### config.mk
export PLATFORM = sky130hd
export DESIGN_NAME = timer_ctrl
export DESIGN_NICKNAME = d
export VERILOG_FILES = /design/src/rtl/timer_ctrl.sv
export SDC_FILE = /design/constraint.sdc
export NUM_CORES = 1
export LEC_CHECK = 0
export BUFFER_PORTS_ARGS = -buffer_cell sky130_fd_sc_hd__buf_2
export CORE_AREA = 2 2 53 55
export DETAILED_ROUTE_END_ITERATION = 12
export DIE_AREA = 0 0 55 57
export PLACE_DENSITY = 0.68
export SLEW_MARGIN = 25
export SYNTH_ARGS = -nofsm -noshare
export SYNTH_HDL_FRONTEND = slang
export SYNTH_SLANG_ARGS = --single-unit
### constraint.sdc
create_clock -name clk -period 3.7 [get_ports clk]
set_input_delay 0.185 -clock clk [delete_from_list [all_inputs] [get_ports clk]]
set_output_delay 0.185 -clock clk [all_outputs]
set_load 0.02 [all_outputs]
### src/rtl/timer_ctrl.sv
// Countdown sequencer for the stopwatch display: holds the 30 s / 60 s mode,
// runs a 3-digit BCD M:SS countdown on a 1 Hz enable, and reports running/done.
module timer_ctrl #(
  parameter logic [3:0] SHORT_MIN  = 4'd0,
  parameter logic [3:0] SHORT_TENS = 4'd3,
  parameter logic [3:0] LONG_MIN   = 4'd1,
  parameter logic [3:0] LONG_TENS  = 4'd0
) (
  input  logic       clk,
  input  logic       rst_n,
  input  logic       tick_1hz,
  input  logic       mode_pressed,
  input  logic       start_pressed,
  input  logic       clear_pressed,
  output logic [3:0] digit0,
  output logic [3:0] digit1,
  output logic [3:0] digit2,
  output logic       mode,
  output logic       running,
  output logic       done
);

  typedef enum logic [1:0] {
    IDLE  = 2'd0,
    COUNT = 2'd1,
    PAUSE = 2'd2,
    DONE  = 2'd3
  } state_t;

  state_t state;

  // Presets for the current mode and for the mode a toggle would select.
  logic [3:0] cur_min, cur_tens;
  logic [3:0] alt_min, alt_tens;

  always_comb begin
    cur_min  = mode ? LONG_MIN  : SHORT_MIN;
    cur_tens = mode ? LONG_TENS : SHORT_TENS;
    alt_min  = mode ? SHORT_MIN  : LONG_MIN;
    alt_tens = mode ? SHORT_TENS : LONG_TENS;
  end

  // One-step BCD decrement with borrow chaining; the seconds tens wraps 0 -> 5.
  logic [3:0] dec_d0, dec_d1, dec_d2;

  always_comb begin
    dec_d0 = digit0;
    dec_d1 = digit1;
    dec_d2 = digit2;
    if (digit0 != 4'd0) begin
      dec_d0 = digit0 - 4'd1;
    end else begin
      dec_d0 = 4'd9;
      if (digit1 != 4'd0) begin
        dec_d1 = digit1 - 4'd1;
      end else begin
        dec_d1 = 4'd5;
        dec_d2 = digit2 - 4'd1;
      end
    end
  end

  // 0:01 (or 0:00 if a preset were ever zero) ends the run on the next tick.
  logic at_terminal;
  assign at_terminal = (digit2 == 4'd0) && (digit1 == 4'd0) && (digit0 <= 4'd1);

  always_ff @(posedge clk or negedge rst_n) begin
    if (!rst_n) begin
      state   <= IDLE;
      mode    <= 1'b0;
      digit2  <= SHORT_MIN;
      digit1  <= SHORT_TENS;
      digit0  <= 4'd0;
      running <= 1'b0;
      done    <= 1'b0;
    end else begin
      case (state)
        IDLE: begin
          if (clear_pressed) begin
            digit2 <= cur_min;
            digit1 <= cur_tens;
            digit0 <= 4'd0;
          end else if (start_pressed) begin
            state   <= COUNT;
            running <= 1'b1;
          end else if (mode_pressed) begin
            mode   <= ~mode;
            digit2 <= alt_min;
            digit1 <= alt_tens;
            digit0 <= 4'd0;
          end
        end

        COUNT: begin
          if (clear_pressed) begin
            state   <= IDLE;
            running <= 1'b0;
            digit2  <= cur_min;
            digit1  <= cur_tens;
            digit0  <= 4'd0;
          end else if (start_pressed) begin
            // Pause beats a coincident tick: the digits hold.
            state   <= PAUSE;
            running <= 1'b0;
          end else if (tick_1hz) begin
            if (at_terminal) begin
              state   <= DONE;
              running <= 1'b0;
              done    <= 1'b1;
              digit2  <= 4'd0;
              digit1  <= 4'd0;
              digit0  <= 4'd0;
            end else begin
              digit2 <= dec_d2;
              digit1 <= dec_d1;
              digit0 <= dec_d0;
            end
          end
        end

        PAUSE: begin
          if (clear_pressed) begin
            state  <= IDLE;
            digit2 <= cur_min;
            digit1 <= cur_tens;
            digit0 <= 4'd0;
          end else if (start_pressed) begin
            state   <= COUNT;
            running <= 1'b1;
          end
        end

        DONE: begin
          if (clear_pressed || start_pressed) begin
            state  <= IDLE;
            done   <= 1'b0;
            digit2 <= cur_min;
            digit1 <= cur_tens;
            digit0 <= 4'd0;
          end else if (mode_pressed) begin
            state  <= IDLE;
            done   <= 1'b0;
            mode   <= ~mode;
            digit2 <= alt_min;
            digit1 <= alt_tens;
            digit0 <= 4'd0;
          end
        end

        default: begin
          state   <= IDLE;
          running <= 1'b0;
          done    <= 1'b0;
          digit2  <= cur_min;
          digit1  <= cur_tens;
          digit0  <= 4'd0;
        end
      endcase
    end
  end

endmodule

Word level (Yosys, flattened, before mapping)
Cells that the tools add are included.

storage, ports and cells
  flip-flop bits (word level) = 17
  bits of input ports = 6
  output and inout port bits = 15
  logic and storage cells = 120

cells by class
  $add $sub $neg = 3
  magnitude comparators = 1
  equality and inequality tests = 21
  muxes and demuxes = 68
  bitwise logic cells = 1
  reduce and logical (&&, ||, !) cells = 19

operators with widths
  cell                                                             count
  two-way mux 4 bit                                                32
  one-hot mux 4 bit (4 select lines)                               3
  two-way mux 2 bit                                                11
  two-way mux 1 bit                                                18
  inequality test 2 bit (second input constant)                    9
  inequality test 4 bit (second input constant)                    4
  inequality test 3 bit (second input constant)                    4
  AND reduction 4 bit                                              3
  AND reduction 6 bit                                              2
  subtractor 4 x 1 -> 4 bit (second input constant)                3
  AND reduction 5 bit                                              2
  logical NOT 4 bit                                                2
  one-hot mux 2 bit (4 select lines)                               1
  nonzero test 4 bit                                               2
  one-hot mux 1 bit (2 select lines)                               3
  nonzero test 2 bit                                               3
  equality test 2 bit (second input constant)                      2
  less-or-equal comparator 4 x 1 -> 1 bit (second input constant)  1
  equality test 2 x 1 -> 1 bit (second input constant)             1
  logical AND 1 bit                                                2
  logical NOT 2 bit                                                1
  inequality test 2 x 1 -> 1 bit (second input constant)           1
  OR reduction 2 bit                                               1
  logical OR 1 bit                                                 1
  NOT 1 bit                                                        1

Longest topological paths before layout
  depth in word-level cells = 8
  depth in mapped cells = 8
  mapped depth without buffers = 7

Least setup slack after synthesis
No wires, ideal clock.

  path type = register to register
  start = register digit2[0]
  end = register digit2[1]
  library setup time = 121 ps
  arrival time = 1926 ps
  required time = 3579 ps
  slack = 1653 ps
  stages on the path, launching flop included = 7
  buffers on the path = 0
  period minus slack after synthesis = 2047 ps
  cell sequence = dfrtp_1 inv_1 ha_1 or3b_2 a211oi_2 o21ai_1 a22o_1

between the ends
  longest elaborated chain between the ends = 8
  elaborated cells between the ends (all ways) = 14
  classes of those cells = add/sub: 1; eq/ne: 2; mux: 7; reduce/logical: 4

RTL lines
  element                                                                RTL line  text
  start, declared                                                        17        output logic [3:0] digit2,
  start signal, assigned                                                 80        digit2 <= cur_min;
  start signal, assigned                                                 88        digit2 <= alt_min;
  start signal, assigned                                                 98        digit2 <= cur_min;
  subtractor 4 x 1 -> 4 bit / logical NOT 4 bit (equally long branches)  58, 65
  two-way mux 4 bit / logical AND 1 bit (equally long branches)          54, 65
  two-way mux 4 bit / logical AND 1 bit (equally long branches)          50, 65
  two-way mux 4 bit                                                      106       if (at_terminal) begin
  two-way mux 4 bit                                                      105       end else if (tick_1hz) begin
  two-way mux 4 bit                                                      101       end else if (start_pressed) begin
  two-way mux 4 bit                                                      95        if (clear_pressed) begin
  one-hot mux 4 bit (4 select lines)                                     77        case (state)

Parallel ways exist; a longest one is shown, timed or not. The select of a mux whose other input is x is not followed.
A chain may end at the register's enable or synchronous reset.

Worst setup path in the final report
  start = register digit1[0]
  end = register digit1[2]

between the ends
  longest elaborated chain between the ends = 8
  elaborated cells between the ends (all ways) = 14
  classes of those cells = add/sub: 1; eq/ne: 1; mux: 7; reduce/logical: 5

RTL lines
  element                                                        RTL line  text
  start, declared                                                16        output logic [3:0] digit1,
  start signal, assigned                                         81        digit1 <= cur_tens;
  start signal, assigned                                         89        digit1 <= alt_tens;
  start signal, assigned                                         99        digit1 <= cur_tens;
  subtractor 4 x 1 -> 4 bit, or another cell as far along        55        dec_d1 = digit1 - 4'd1;
  two-way mux 4 bit / logical AND 1 bit (equally long branches)  54, 65
  two-way mux 4 bit / logical AND 1 bit (equally long branches)  50, 65
  two-way mux 4 bit                                              106
  two-way mux 4 bit                                              105
  two-way mux 4 bit                                              101
  two-way mux 4 bit                                              95
  one-hot mux 4 bit (4 select lines)                             77

Parallel ways exist; a longest one is shown, timed or not. The select of a mux whose other input is x is not followed.

==> flow_summary.toml <==
[run_status]
status = "completed"

[place]
gp_congestion = 0.8329
placedCellCount = 199
hpwl_mm = 2.166
io_buffers = 20
pre_cts_ws_ps = 1485
dpl_cell_area_um2 = 1328

[floorplanning]
coreArea_um2 = 2615
die_h_um = 57
ios = 21
die_w_um = 55
rows = 19
dieArea_um2 = 3135
start_util_pct = 47.03

[sta]
max_freq_ghz = 0.4469
min_period_ps = 2237
fin_hold_ws_ps = 246.7
fin_ws_ps = 1463
hold_viol_final = 0
finalCritPeriodShare_pct = 60.47
rsz0062_at_grt = "no"
finalMaxSlewViolations = 0
final.setup_skew_ps = 13.94
worstMarginPinSlew_ps = 716.1
setup-tns-final_ps = 0
finalSetupViolations = 0
slew_headroom_pct = 51.51

[cells_and_area]
diodes = 0
utilization_pct = 52.15
instances_no_fill = 204
area_delta_synth_final_pct = 10.89
layout.nets = 183
design_area_um2 = 1364
layout-drive-gt1-share_pct = 16.76
nFillCells = 270

[yosys]
syn_area_per_cell_um2 = 7.834
synth_area_um2 = 1230
syn_inst = 157
synth_area_leaders = "dfrtp_1, o21ai_0, nand2_1"
synth_cell_types = 38
synth_seq_cells = 17
synth.yosys.seq_area_share_pct = 34.79
yosys_warnings = 0
yosys.area.top_type = "dfrtp_1"
synth_nets = 166
yosysTopAreaCellShare_pct = 30.52

[worst_setup_path]
critical_path_arrival_ps = 2460
ff2ff_setup_slack_ps = 1460
r2r-start = "digit1[0]"
critPathLaunchType = "register"
r2r_end = "digit1[2]"
critical_path.endpoint_type = "register"
crit_fanout = 7
required_ps = 3920
reg2reg_depth = 7
critPathKind = "reg2reg"

[grt]
grt_max_degree = 25
grt_pass1_wl_mm = 5.271
grt_overflow = 0
grt_pass1_vias = 1164
grt_usage_pct = 22.40
antenna_found_initial = 0

[min_path]
holdCritStartpoint = "clear_pressed"
min_path_cells = 2
hold_end = "state[0]"
worstHoldPathType = "in2reg"

[clock_network]
clk_path_buf_depth = 2
cts_tree = "built"
htree_levels = 1
path_clk_slew_ps = 110
cts_num_sinks = 17
cts_inserted_buffers = 3
cts-root-buf = "clkbuf_4"
postCtsSetupBuffers = 0
clk_latency_ps = 290

[power_and_ir_drop]
finalPower_mw = 0.6606
power.density_nw_per_um2 = 484.4
p_leak_nw = 0.5848
peakVddDrop_mv = 0.2821

[detailed_routing]
dr_total_vias = 1237
drt_iter0_drc = 40
antenna_left = 0
totalWireLength_mm = 3.016
drt_pass1_iterations = 4
avgRoutedWirePerCell_um = 14.78
drcViolationCount = 0
viasPerCell = 6.064

[run]
drv_cap = 0
-- cell families (layout without fill, tap and decap cells) --
group	Yosys count	after routing	share of synthesized area, %
buffers and inverters	19	35	6.409
DFF	17	17	34.79
adders and majority gates	3	3	3.052
and+or+nand+nor	60	60	24.82
muxes	1	1	0.8139
AOI/OAI and AO/OA	55	55	28.69
xor gates and xnor gates	2	2	1.424
-- where the power goes --
part	internal [mW]	switching [mW]
logic	0.110	0.183
registers	0.219	0.0470
clock network	0.0418	0.0592
-- placed cells by master (no fill, tap or decap), types with 2 or more instances in the layout --
cell type and n:
buf_2 20, nand2_1 17, o22ai_1 2, nor4_1 4, nor3b_1 2, o21a_1 2, a31oi_1 3, ha_1 3
nor2b_1 4, o21ai_1 2, nor2_1 14, inv_1 10, dfstp_2 2, o211ai_1 2, o21ai_0 17, or3_1 3
a2111oi_0 2, nor3_1 7, nand3_1 4, o31ai_1 6, clkbuf_4 3, dfrtp_1 15, a21oi_1 11, xnor2_1 2
-- cell usage after synthesis (all sizes together) --
cell,instances
ha,3
o211ai,2
inv,10
o21a,2
nor2,14
clkbuf,8
a41oi,1
a22o,1
a2111oi,2
o2111ai,1
or3,3
nor4,4
xnor2,2
a21oi,11
o21ai,19
nand3b,1
buf,1
o311ai,1
nor3b,2
mux2i,1
o41ai,1
nor2b,4
o22ai,2
nand3,4
a31oi,3
dfrtp,15
or3b,2
a211oi,1
nor3,8
a32o,1
nand4b,1
nand2,17
o31ai,7
dfstp,2
-- worst max path at each step --
stage	depth (start not counted)	endpoint	from	slack, ps
after floorplan	6	digit2[1]	digit2[0]	1650
after global placement	7	digit1[0]	digit1[0]	1500
final	7	digit1[2]	digit1[0]	1460
after global routing	5	digit2[2]	state[0]	1160
after CTS	7	digit1[2]	digit1[0]	1470
after detailed placement	7	digit1[2]	digit1[0]	1480
-- sequential cells by signal (all words and copies together) (netlist names) --
register	count
digit1	4
done	1
running	1
state	2
digit2	4
digit0	4
mode	1
-- cell type report --
class / count / area, µm² / area share, %
inverters: 10 / 37.54 / 2.752
well taps: 31 / 38.79 / 2.844
repair buffers: 21 / 110.1 / 8.073
clock buffers: 4 / 26.28 / 1.927
multi-input cells: 121 / 723.2 / 53.03
flip-flops and latches: 17 / 427.9 / 31.38
-- routing by layer --
metal	wire length [µm]	vias up	GRT usage (%)
met4	44	0	7.317
met1	1403	582	32.83
met5	0	-	0
li1	-	609	-
met2	1427	39	34.35
met3	141	7	2.356
-- critical path, stage by stage, from the launching register on --
cell	delay [ps]
dfstp_2	570
inv_1	60
ha_1	230
or3b_1	360
nor3_4	110
o31ai_1	560
o21ai_0	180
o21ai_0	90
-- timing repair --
action | 4_1_cts | 5_1_grt
hold endpoints to repair | 15 | 0
resized for setup | 0 | 0
hold buffers | 1 | 0
(Power assumes the default switching activity.)
